File: src/rtl/cic_pkg.sv
// Shared arithmetic for the CIC integrator and comb sections.
// Values are carried sign-extended in a 64-bit container; only the low `width` bits matter.
package cic_pkg;

    localparam int CIC_MAX_W = 64;

    typedef logic signed [CIC_MAX_W-1:0] wide_t;

    // Largest positive value representable in a signed field of `width` bits.
    function automatic wide_t sat_max(input int width);
        return (wide_t'(1) <<< (width - 1)) - wide_t'(1);
    endfunction

    // Most negative value representable in a signed field of `width` bits.
    function automatic wide_t sat_min(input int width);
        return ~sat_max(width);
    endfunction

    // Returns {ovf, sum}. Overflow is judged on the sign bit of the `width`-bit field,
    // so the low `width` bits of sum are the wrapped result when saturate is 0.
    function automatic logic [CIC_MAX_W:0] sat_add(input wide_t a, input wide_t b,
                                                   input logic saturate, input int width);
        wide_t      sum;
        logic [5:0] msb;
        logic       ovf;
        msb = 6'(width - 1);
        sum = a + b;
        ovf = (a[msb] == b[msb]) && (sum[msb] != a[msb]);
        if (ovf && saturate) begin
            sum = a[msb] ? sat_min(width) : sat_max(width);
        end
        return {ovf, sum};
    endfunction

endpackage

File: src/rtl/cic_integrator_stage.sv
// One integrator: accumulator, valid bit and sticky overflow flag.
// Accumulates din_i whenever upd_i is high; clr_i wipes all state on the next edge.
module cic_integrator_stage
    import cic_pkg::*;
#(
    parameter int ACC_WIDTH = 32,
    parameter int SATURATE  = 0
) (
    input  logic                        clk,
    input  logic                        rstn,
    input  logic                        clr_i,
    input  logic                        upd_i,
    input  logic signed [ACC_WIDTH-1:0] din_i,
    output logic                        vld_o,
    output logic signed [ACC_WIDTH-1:0] acc_o,
    output logic                        ovf_o
);

    logic signed [ACC_WIDTH-1:0] acc_q, acc_d;
    logic                        vld_q, vld_d;
    logic                        ovf_q, ovf_d;
    logic [CIC_MAX_W:0]          sum_w;
    logic                        unused_sum;

    assign sum_w      = sat_add(wide_t'(acc_q), wide_t'(din_i), SATURATE != 0, ACC_WIDTH);
    // Bits above ACC_WIDTH are sign copies and carry no information.
    assign unused_sum = ^sum_w;

    always_comb begin
        acc_d = acc_q;
        ovf_d = ovf_q;
        vld_d = upd_i;
        if (clr_i) begin
            acc_d = '0;
            ovf_d = 1'b0;
            vld_d = 1'b0;
        end else if (upd_i) begin
            acc_d = sum_w[ACC_WIDTH-1:0];
            ovf_d = ovf_q | sum_w[CIC_MAX_W];
        end
    end

    always_ff @(posedge clk or negedge rstn) begin
        if (!rstn) begin
            acc_q <= '0;
            vld_q <= 1'b0;
            ovf_q <= 1'b0;
        end else begin
            acc_q <= acc_d;
            vld_q <= vld_d;
            ovf_q <= ovf_d;
        end
    end

    assign acc_o = acc_q;
    assign vld_o = vld_q;
    assign ovf_o = ovf_q;

endmodule

File: src/rtl/cic_integrator_chain.sv
// Cascade of STAGES integrators feeding the CIC decimation/comb section.
// Each stage updates only when the stage before it produced a valid sample.
module cic_integrator_chain
    import cic_pkg::*;
#(
    parameter int IN_WIDTH  = 8,
    parameter int ACC_WIDTH = 32,
    parameter int STAGES    = 3,
    parameter int SATURATE  = 0
) (
    input  logic                        clk,
    input  logic                        rstn,
    input  logic                        clr,
    input  logic                        in_valid,
    input  logic signed [IN_WIDTH-1:0]  x,
    output logic                        out_valid,
    output logic signed [ACC_WIDTH-1:0] y,
    output logic [STAGES-1:0]           ovf
);

    if (ACC_WIDTH < IN_WIDTH) begin : g_chk_width
        $error("cic_integrator_chain: ACC_WIDTH must be >= IN_WIDTH");
    end
    if (ACC_WIDTH > CIC_MAX_W) begin : g_chk_max
        $error("cic_integrator_chain: ACC_WIDTH exceeds cic_pkg::CIC_MAX_W");
    end
    if (STAGES < 1 || STAGES > 8) begin : g_chk_stages
        $error("cic_integrator_chain: STAGES must be in 1..8");
    end

    logic signed [ACC_WIDTH-1:0] x_ext;
    logic signed [ACC_WIDTH-1:0] acc_w [STAGES];
    logic [STAGES-1:0]           vld_w;

    assign x_ext = ACC_WIDTH'(x);

    for (genvar k = 0; k < STAGES; k++) begin : g_stage
        logic                        upd_w;
        logic signed [ACC_WIDTH-1:0] din_w;

        if (k == 0) begin : g_first
            assign upd_w = in_valid;
            assign din_w = x_ext;
        end else begin : g_next
            assign upd_w = vld_w[k-1];
            assign din_w = acc_w[k-1];
        end

        cic_integrator_stage #(
            .ACC_WIDTH (ACC_WIDTH),
            .SATURATE  (SATURATE)
        ) u_stage (
            .clk   (clk),
            .rstn  (rstn),
            .clr_i (clr),
            .upd_i (upd_w),
            .din_i (din_w),
            .vld_o (vld_w[k]),
            .acc_o (acc_w[k]),
            .ovf_o (ovf[k])
        );
    end

    assign y         = acc_w[STAGES-1];
    assign out_valid = vld_w[STAGES-1];

endmodule

File: config.mk
export PLATFORM = sky130hd
export DESIGN_NAME = cic_integrator_chain
export DESIGN_NICKNAME = d
export VERILOG_FILES = /design/src/rtl/cic_pkg.sv /design/src/rtl/cic_integrator_stage.sv /design/src/rtl/cic_integrator_chain.sv
export SDC_FILE = /design/constraint.sdc
export NUM_CORES = 1
export LEC_CHECK = 0
export ABC_AREA = 1
export CAP_MARGIN = 20
export CORE_ASPECT_RATIO = 0.9
export CORE_MARGIN = 8
export CORE_UTILIZATION = 55
export DETAILED_ROUTE_END_ITERATION = 8
export HOLD_SLACK_MARGIN = 0.12
export PLACE_DENSITY = 0.77
export SLEW_MARGIN = 25
export SYNTH_ARGS = -nofsm -noshare
export SYNTH_HDL_FRONTEND = slang
export SYNTH_SLANG_ARGS = --single-unit
File: constraint.sdc
create_clock -name clk -period 1.9 [get_ports clk]
set_clock_uncertainty 0.15 [all_clocks]
set_input_delay 0.57 -clock clk [delete_from_list [all_inputs] [get_ports clk]]
set_output_delay 0.57 -clock clk [all_outputs]
set_load 0.005 [all_outputs]
==> results of run 1 <==
## routing by layer
layer  overflow  global-route usage
met5          1               0.295
met2       2334                1.48
met4        474                1.14
met3         26               0.711
met1         31               0.841
## per-stage QoR
stage	instances	area [sq um]	setup slack, ns	utilization
after floorplan	1536	10100	-0.240	-
after global placement	2073	12900	-0.808	0.739
after detailed placement	2073	12900	-0.954	0.739
after CTS	2124	14800	-0.239	0.850
## repair_timing
item                       in CTS
hold buffers                    1
resized for setup             408
hold endpoints to repair       24
gates cloned                    1
setup buffers                  38
setup endpoints to repair     124
pin swaps                      89
## kinds of logic after synthesis
family / count (synthesis) / share of synthesized area
AND/OR/NAND/NOR: 866 / 0.368
AO/OA/AOI/OAI: 304 / 0.172
buffers and inverters: 162 / 0.0646
flip-flops: 102 / 0.264
adder cells (fa/ha/maj): 96 / 0.126
XOR/XNOR: 6 / 0.00543
==> results_dict.tcl, run 1 <==
set metrics [dict create \
    outcome "stopped before the end" \
    lastStage "5_1_grt" \
    stop_error "[ERROR GRT-0232] Routing congestion too high. Check the congestion heatmap in the GUI." \
    synth_cell_types 41 \
    worst_endpoint "g_stage[2].u_stage.acc_o[24]$_DFFE_PN0P_/D" \
    yosysMostFrequentCell "nand2_1" \
    cts-root-buf "clkbuf_16" \
    num_rows 46 \
    gr-usage-all-layers 1.02 \
    synth_edf_count 0 \
    worst-ep-kind "register input" \
    synth_top_area_frac 0.264 \
    post-dp-hpwl_mm 27.3 \
    h-tree-depth 3 \
    synth_fp_nets 1644 \
    seq_area_frac_synth 0.264 \
    die_w_um 156 \
    synth-seq-cells 102 \
    avgSynthCellArea_sq_um 6.30 \
    yosys_warnings 0 \
    start_util 0.555 \
    grt_overflow 2866 \
    yosys-top-cells-count "529 x nand2_1, 166 x nor2_1, 142 x a21oi_1" \
    grt_max_degree 32 \
    die_h_um 142 \
    cts_sinks 102 \
    yosys.area.top_type "dfrtp_1" \
    io_pins 48 \
    portBuffers 47 \
    synth_area_leaders "dfrtp_1 26%, nand2_1 21%, ha_1 12%" \
    synthArstFlopShare 1.00 \
    synth_area_sq_um 9680 \
    numCtsBuffers 9 \
    syn_inst 1536 \
    gp_congestion 1.00 \
    clock_path_buffers 2 \
    synth_flop_cell "dfrtp_1" \
]
==> run 2, diff against run 1 <==
CORE_ASPECT_RATIO = not set   (was 0.9)
CORE_UTILIZATION = 40   (was 55)
HOLD_SLACK_MARGIN = not set   (was 0.12)
PLACE_DENSITY = not set   (was 0.77)
PLACE_DENSITY_LB_ADDON = 0.15   (was not set)
clock period = 2.45 ns   (was 1.9 ns; I/O delays follow)
==> run 2 against run 1 <==
Net effect: the run now ends clean; synthesized area stayed put; synthesized cell count is the same.
==> results_dict.tcl, run 2 <==
set metrics [dict create \
    outcome "finished clean" \
    ant_nets 0 \
    numCtsBuffers 9 \
    synth_cell_types 41 \
    die_h_um 172 \
    num_rows 57 \
    end_kind "register" \
    yosysMostFrequentCell "nand2_1" \
    synthToLayoutAreaGrowth_pct 24.9 \
    final_area_sq_um 12100 \
    synth_fp_nets 1644 \
    worstPathArrival_ns 2.46 \
    path_clk_slew_ns 0.08 \
    max_stage_delay_ns 0.50 \
    cpMostUsedCell "nand2_1" \
    synth_area_leaders "dfrtp_1 26%, nand2_1 21%, ha_1 12%" \
    grt-busiest-layer "met2" \
    final_layout_size_suffix_gt1_frac 0.130 \
    yosys.area_share.xor_xnor 0.00543 \
    synth_compound_area_frac 0.172 \
    io_pins 48 \
    portBuffers 47 \
    critPathKind "in -> reg" \
    period_share 0.964 \
    drt-initial-drc-count 756 \
    synth_top_area_frac 0.264 \
    synth_area_sq_um 9680 \
    cts_sinks 102 \
    drt_first_pass_iters 5 \
    gr-usage-all-layers 0.216 \
    yosys_warnings 0 \
    ctsHoldBuffers 0 \
    wl_per_cell_um 15.6 \
    final_cell_mix "519 x nand2_1, 152 x nor2_1, 137 x inv_1" \
    use_met2 0.374 \
    p_leak_nw 6.16 \
    cp.buffers_inverters 2 \
    crit_family "simple AND/OR/NAND/NOR gates" \
    num_antenna_cells 0 \
    die_w_um 172 \
    die_area_sq_um 29400 \
    setup_violations 0 \
    fillerInstances 2455 \
    synthAdderAreaFrac 0.126 \
    dpl.cell_count 1986 \
    slowest_stage "clkdlybuf4s50_1" \
    core_sq_um 24000 \
    synth_top_family_by_area "simple AND/OR/NAND/NOR gates" \
    hp-class "in -> async" \
    synth_edf_count 0 \
    grt_overflow 0 \
    largest_reg_flops 96 \
    gp_congestion 0.987 \
    start_util 0.403 \
    path_cells "clkdlybuf4s50_1 -> ha_4 -> nand2_1 -> nand2_1 -> a21oi_2 -> inv_1 -> a21oi_1 -> nand2_2 -> nand2_1 -> nand3_1 -> nand3_1 -> nand2_1" \
    clock.fmax_ghz 0.423 \
    drc 0 \
    use_met1 0.271 \
    clk_latency_ns 0.36 \
    viasPerCell 5.19 \
    hold_viol_final 0 \
    grt_pass1_wl_mm 50.4 \
    seq_area_frac_synth 0.264 \
    clock_path_buffers 2 \
    grt_pass1_vias 10200 \
    synth-simple-area-share 0.368 \
    fin_crit_ns 2.36 \
    p_per_area_nw_per_um2 448 \
    grt_max_degree 50 \
    crit_fanout 4 \
    syn_inst 1536 \
    vdd_ir_drop_max_uv 312 \
    yosys.area.top_type "dfrtp_1" \
    cts-root-buf "clkbuf_16" \
    crit_path_start_kind "primary input" \
    required_ns 2.55 \
    totalWireLength_mm 31.3 \
    maxSlewViolCount 0 \
    tightest_slew_ns 0.403 \
    gr-usage-met3 0.0174 \
    avgSynthCellArea_sq_um 6.30 \
    synth-seq-cells 102 \
    antenna_found_initial 0 \
    h-tree-depth 3 \
    synth_flop_cell "dfrtp_1" \
    stdcell_count 2006 \
    place_area_sq_um 11300 \
    cap_violations 0 \
    vias 10400 \
    maxSlewHeadroom 0.729 \
    synth_mux_area_frac 0 \
    final_common_cell "nand2_1" \
    post-dp-hpwl_mm 25.1 \
    final_nets 1785 \
    cts_tree "built" \
    yosys-top-cells-count "529 x nand2_1, 166 x nor2_1, 142 x a21oi_1" \
    rsz0062_at_grt "yes" \
    synthArstFlopShare 1.00 \
]
[run 2: cell counts after synthesis]
Identical to the previous run, type by type.
[run 2: per-layer routing]
layer / share of wire / wire length [um]
met1: 0.46 / 14300
met2: 0.47 / 14600
met3: 0.034 / 1060
met4: 0.042 / 1310
met5: 0 / 0
[run 2: power breakdown]
group,switching [W],total (W),internal [W],leakage (nW)
sequential,0.000172,0.00196,0.00179,1.39
combinational,0.00106,0.00188,0.000819,4.61
clock,0.000737,0.00158,0.000842,0.152
[run 2: kinds of logic (layout without fill, tap and decap cells)]
group	after synthesis	count (layout)
fa+ha+maj	96	96
xor+xnor	6	6
buf+inv	162	308
simple gates	866	866
compound gates	304	304
flops	102	102
[run 2: area by class of cell]
cell class                 count  area [sq um]  share of cell area
clock inverter                 6          75.1             0.00621
multi-input combinational   1272          6930               0.573
timing repair buffer         149          1350               0.111
sequential                   102          2550               0.211
inverter                     143           537              0.0444
tap                          324           405              0.0335
clock buffer                  10           239              0.0198
[run 2: final timing paths]
kind | slack (ns) | endpoint | startpoint | depth (start not counted)
setup reg to reg | 0.14 | g_stage[2].u_stage.acc_o[24] | g_stage[1].u_stage.acc_o[0] | 11
max in group asynchronous | 1.43 | g_stage[0].u_stage.acc_o[22] | rstn | 2
hold reg to reg | 0.34 | g_stage[1].u_stage.ovf_o | g_stage[1].u_stage.ovf_o | 2
min in group clk | 0.34 | g_stage[1].u_stage.ovf_o | g_stage[1].u_stage.ovf_o | 2
setup / recovery | 0.09 | g_stage[0].u_stage.acc_o[29] | x[6] | 12
hold / removal | 0.12 | g_stage[2].u_stage.acc_o[1] | rstn | 1
[run 2: what timing repair did]
action | in CTS | in global routing
endpoints found under the setup margin | 24 | 39
cloned | 1 | 0
buffers inserted | 1 | 2
pin swaps | 9 | 16
gates resized for setup | 50 | 44
[run 2: per-stage QoR]
step | total power [W] | setup slack [ns] | setup TNS [ns] | utilization | hold slack [ns]
global placement | 0.00365 | -0.813 | -14.29 | 0.470 | 0.319
CTS | 0.00536 | -0.00459 | -0.00459 | 0.494 | 0.134
floorplan | 0.00293 | 0.0142 | 0 | - | 0.289
global route | 0.00576 | -0.00862 | -0.0221 | 0.503 | 0.144
finish | 0.00542 | 0.0884 | 0 | 0.503 | 0.124
detailed placement | 0.00367 | -0.822 | -14.63 | 0.470 | 0.327
Power figures use the tool's default switching activity.
==> run 3, diff against run 2 <==
==> constraint.sdc (replaced) <==
create_clock -name clk -period 2.45 [get_ports clk]
set_clock_uncertainty 0.15 [all_clocks]
set_input_delay 0.49 -clock clk [delete_from_list [all_inputs] [get_ports clk]]
set_output_delay 0.49 -clock clk [all_outputs]
set_load 0.005 [all_outputs]
==> run 3 against run 2 <==
Net effect: setup slack got worse by 0.0052 ns; critical path type is now reg -> reg; die area did not move; total power shrank 4.0%; critical path depth down 3; flip-flop and latch count did not move; sequential power barely moved; final area decreased by 2.1%; largest power group unchanged.
==> results_dict.tcl, run 3 (same netlist as run 2, synthesis figures left out) <==
set metrics [dict create \
    postCtsSetupRepairBufs 0 \
    end_kind "register" \
    grt_overflow 0 \
    outcome "finished clean" \
    viasPerCell 5.16 \
    clock.fmax_ghz 0.423 \
    cts_sinks 102 \
    gr-usage-all-layers 0.221 \
    final_area_sq_um 11800 \
    final_layout_size_suffix_gt1_frac 0.115 \
    cts-root-buf "clkbuf_16" \
    drt-initial-drc-count 651 \
    vdd_ir_drop_max_uv 303 \
    rsz0062_at_grt "yes" \
    dp_slack_ns -0.582 \
    die_h_um 172 \
    layout_setup_ws_ns 0.0832 \
    path_cells "ha_1 -> a21oi_1 -> o21ai_0 -> a21oi_1 -> nor2_1 -> nor2_1 -> nand3_1 -> nand3_1 -> nand2_1" \
    hp-class "reg -> reg" \
    final_cell_mix "522 x nand2_1, 149 x nor2_1, 138 x inv_1" \
    maxSlewHeadroom 0.714 \
    clk_latency_ns 0.37 \
    cts_tree "built" \
    slowest_stage "dfrtp_1" \
    setup_violations 0 \
    grt_max_degree 41 \
    io_pins 48 \
    num_rows 57 \
    crit_fanout 5 \
    largest_reg_flops 96 \
    portBuffers 47 \
    final_nets 1788 \
    numCtsBuffers 9 \
    drt_first_pass_iters 5 \
    final_util 0.493 \
    critPathKind "reg -> reg" \
    synthToLayoutAreaGrowth_pct 22.3 \
    core_sq_um 24000 \
    worstPathArrival_ns 2.47 \
    post-dp-hpwl_mm 26.1 \
    ant_nets 0 \
    period_share 0.966 \
    start_util 0.403 \
    path_clk_slew_ns 0.08 \
    p_per_area_nw_per_um2 439 \
    fin_tns_setup_ns 0 \
    num_antenna_cells 0 \
    place_area_sq_um 11300 \
    clock_path_buffers 2 \
    antenna_found_initial 1 \
    maxSlewViolCount 0 \
    hold_viol_final 0 \
    p_leak_nw 6.13 \
    gp_congestion 0.946 \
    tightest_slew_ns 0.429 \
    h-tree-depth 3 \
    max_stage_delay_ns 0.47 \
    wl_per_cell_um 15.9 \
    grt_pass1_vias 10200 \
    crit_path_start_kind "register" \
    total_power_w 0.00520 \
    cap_violations 0 \
    drc 0 \
    grt_pass1_wl_mm 51.2 \
    vias 10400 \
    die_w_um 172 \
    totalWireLength_mm 32.0 \
    fin_crit_ns 2.37 \
    final_common_cell "nand2_1" \
    die_area_sq_um 29400 \
    required_ns 2.55 \
]
-- run 3: cell types whose count changed in the layout (fill, tap and decap cells not counted), sizes merged --
cell           change
clkbuf             -1
clkinv             +3
clkdlybuf4s50      +6
dlygate4sd3        +1
dlymetal6s2s       -5
bufinv             -1
clkinvlp           -1
bufbuf             +1
-- run 3: cell type report --
cell class / count / area (sq um)
clock inverters: 7 / 62.6
clock buffers: 9 / 225
multi-input cells: 1272 / 6700
fillers: 2551 / 12200
inverters: 143 / 537
flip-flops and latches: 102 / 2550
repair buffers: 152 / 1360
well taps: 324 / 405
-- run 3: per-stage QoR --
step | hold slack, ns | std cells
2_1_floorplan | 0.0444 | 1536
3_3_place_gp | 0.300 | 1991
3_5_place_dp | 0.306 | 1991
4_1_cts | 0.344 | 2009
5_1_grt | 0.403 | 2009
6_report | 0.339 | 2009
-- run 3: critical path, delay by kind of cell (launching register included) --
kind / cells / cell delay (ns)
AO/OA/AOI/OAI: 3 / 0.76
adder cells (fa/ha/maj): 1 / 0.38
flip-flops: 1 / 0.47
AND/OR/NAND/NOR: 5 / 0.49
-- run 3: repair_timing --
action                                  in CTS  in global routing
gates resized for setup                      7                 47
pin swaps                                    0                  1
cloned                                       1                  0
hold buffers                                 1                  0
endpoints found under the setup margin       5                 41
endpoints found under the hold margin       28                  0
-- run 3: where the power goes --
part           switching (W)  internal (W)  total, W
logic                0.00104      0.000755   0.00179
clock network       0.000751      0.000715   0.00147
registers           0.000157       0.00179   0.00194
total                0.00194       0.00326   0.00520
-- run 3: final timing paths --
check | startpoint | to | slack (ns) | depth (start not counted)
max in group asynchronous | rstn | g_stage[0].u_stage.acc_o[27] | 1.10 | 3
worst max register to register | g_stage[0].u_stage.acc_o[12] | g_stage[1].u_stage.acc_o[25] | 0.08 | 9
min in group asynchronous | rstn | g_stage[2].u_stage.acc_o[3] | 0.44 | 2
worst min register to register | g_stage[1].u_stage.ovf_o | g_stage[1].u_stage.ovf_o | 0.34 | 2
worst max-delay path | g_stage[0].u_stage.acc_o[12] | g_stage[1].u_stage.acc_o[25] | 0.08 | 9
worst min-delay path | g_stage[1].u_stage.ovf_o | g_stage[1].u_stage.ovf_o | 0.34 | 2
-- run 3: metal layers --
| layer | up-vias | wire length, um | global-route usage |
|---|---|---|---|
| met2 | 176 | 15700 | 0.398 |
| met5 | - | 11 | 0 |
| met3 | 51 | 938 | 0.0246 |
| li1 | 5408 | - | - |
| met4 | 2 | 844 | 0.0786 |
| met1 | 4725 | 14500 | 0.267 |
==> run 4, diff against run 3 <==
GPL_TIMING_DRIVEN = 0   (was not set)
==> run 4 against run 3 <==
Net effect: maximum frequency is 2.3% higher; flip-flop and latch count unchanged; register-to-register slack better by 0.07 ns; sequential share of layout area up 1.7 points; combinational power down 19%; non-clock buffer count down 83; cell count is 4.2% lower; total power decreased by 6.6%; first-iteration DRC count down 16%; die area is the same; highest routed layer is now met4; hold slack got worse by 0.0048 ns; wire length fell by 3.7%.
==> results_dict.tcl, run 4 (same netlist as run 2, synthesis figures left out) <==
set metrics [dict create \
    gp_congestion 1.01 \
    h-tree-depth 3 \
    vias 10000 \
    num_antenna_cells 0 \
    final_layout_size_suffix_gt1_frac 0.0487 \
    synthToLayoutAreaGrowth_pct 13.6 \
    die_h_um 172 \
    io_pins 48 \
    rsz0062_at_grt "no" \
    grt_max_degree 74 \
    drt-initial-drc-count 546 \
    setup_violations 0 \
    fin_crit_ns 2.31 \
    path_cells "clkdlybuf4s50_1 -> ha_1 -> nand2_1 -> nor3_1 -> nand3_1 -> nand3_1 -> nand3b_1 -> nand2_1 -> nand2_1 -> nand3_1 -> nand2_1" \
    post-dp-hpwl_mm 25.8 \
    dp_slack_ns -0.540 \
    vdd_ir_drop_max_uv 339 \
    grt_overflow 0 \
    crit_path_start_kind "primary input" \
    total_power_w 0.00486 \
    cts-root-buf "clkbuf_16" \
    crit_fanout 5 \
    cts_sinks 102 \
    largest_reg_flops 96 \
    maxSlewHeadroom 0.544 \
    outcome "finished clean" \
    cpMostUsedCell "nand2_1" \
    wl_per_cell_um 16.0 \
    clock_path_buffers 2 \
    die_w_um 172 \
    numCtsBuffers 9 \
    crit_family "simple AND/OR/NAND/NOR gates" \
    slowest_stage "clkdlybuf4s50_1" \
    die_area_sq_um 29400 \
    required_ns 2.56 \
    final_common_cell "nand2_1" \
    num_rows 57 \
    start_util 0.403 \
    clk_latency_ns 0.37 \
    critPathKind "in -> reg" \
    hp-class "reg -> reg" \
    grt_pass1_vias 9804 \
    hold_viol_final 0 \
    gr-usage-all-layers 0.216 \
    cts_tree "built" \
    end_kind "register" \
    tightest_slew_ns 0.684 \
    viasPerCell 5.20 \
    max_stage_delay_ns 0.42 \
    period_share 0.945 \
    antenna_found_initial 0 \
    cp.buffers_inverters 1 \
    grt_pass1_wl_mm 50.1 \
    worstPathArrival_ns 2.42 \
    final_cell_mix "520 x nand2_1, 166 x nor2_1, 138 x inv_1" \
    ant_nets 0 \
    p_leak_nw 5.64 \
    maxSlewViolCount 0 \
    clock.fmax_ghz 0.432 \
    p_per_area_nw_per_um2 442 \
    portBuffers 47 \
    core_sq_um 24000 \
    final_nets 1705 \
    drt_first_pass_iters 5 \
    path_clk_slew_ns 0.07 \
    totalWireLength_mm 30.8 \
    layout_setup_ws_ns 0.136 \
    cap_violations 0 \
    drc 0 \
]
==> run 4: changes by cell type in the layout (fill, tap and decap cells not counted), moves of 4 or more <==
cell,before,now
ha_2,2,6
nor2_1,149,166
a21oi_1,132,136
a21oi_2,11,7
nor2_2,16,0
ha_4,4,0
buf_4,98,4
buf_2,0,5
clkbuf_1,0,13
o21ai_1,13,9
buf_12,6,0
==> run 4: final timing paths <==
kind                                              from                           end  slack, ns  cells after the start
setup reg to reg           g_stage[1].u_stage.acc_o[0]  g_stage[2].u_stage.acc_o[24]       0.15                     11
setup / recovery                                  x[4]  g_stage[0].u_stage.acc_o[26]       0.14                     11
max in group asynchronous                         rstn  g_stage[0].u_stage.acc_o[17]       1.10                      3
min in group asynchronous                         rstn   g_stage[2].u_stage.acc_o[6]       0.41                      2
hold reg to reg               g_stage[1].u_stage.ovf_o      g_stage[1].u_stage.ovf_o       0.33                      2
hold / removal                g_stage[1].u_stage.ovf_o      g_stage[1].u_stage.ovf_o       0.33                      2
==> run 4: power by group <==
part	leakage [nW]	internal (W)	switching (W)
clock network	0.140	0.000796	0.000677
registers	1.39	0.00179	0.000144
logic	4.11	0.000498	0.000956
total	5.64	0.00308	0.00178
==> run 4: layer usage <==
| layer | vias to the layer above | track usage | wire, um | part of all wire |
|---|---|---|---|---|
| li1 | 5254 | - | - | - |
| met1 | 4519 | 0.274 | 14200 | 0.46 |
| met2 | 190 | 0.378 | 14800 | 0.48 |
| met3 | 50 | 0.0161 | 993 | 0.032 |
| met4 | 0 | 0.0790 | 813 | 0.026 |
| met5 | - | 0 | 0 | 0 |
==> run 4: cell type report <==
type / count / area (sq um)
repair buffers: 50 / 514
well taps: 324 / 405
flip-flops and latches: 102 / 2550
multi-input cells: 1272 / 6610
clock buffers: 11 / 233
fillers: 2608 / 13000
plain buffers: 19 / 88.8
clock inverters: 4 / 56.3
inverters: 143 / 537
==> run 4: repair_timing <==
item / 4_1_cts / 5_1_grt
resized for setup: 6 / 30
buffers inserted: 0 / 1
hold endpoints to repair: 29 / 0
endpoints found under the setup margin: 13 / 36
hold buffers: 1 / 0
==> run 4: worst reg2reg max path, stage by stage (launching register included) <==
cell and delay [ns]:
dfrtp_1 0.44, ha_2 0.23, fa_2 0.39, nand2_1 0.10, nand2_1 0.06, o21ai_2 0.09, inv_1 0.12, a21o_1 0.23
nand2_1 0.12, nand4_1 0.10, nand3_1 0.11, nand2_1 0.06
==> run 4: stage by stage <==
| stage | utilization | instances | setup TNS (ns) | area (sq um) | hold WS (ns) |
|---|---|---|---|---|---|
| global route | 0.457 | 1925 | 0 | 11000 | 0.375 |
| floorplan | - | 1536 | 0 | 9680 | 0.0444 |
| detailed placement | 0.440 | 1908 | -11.94 | 10600 | 0.235 |
| finish | 0.457 | 1925 | 0 | 11000 | 0.334 |
| global placement | 0.439 | 1907 | -340.39 | 10600 | 0.323 |
| CTS | 0.453 | 1924 | 0 | 10900 | 0.342 |
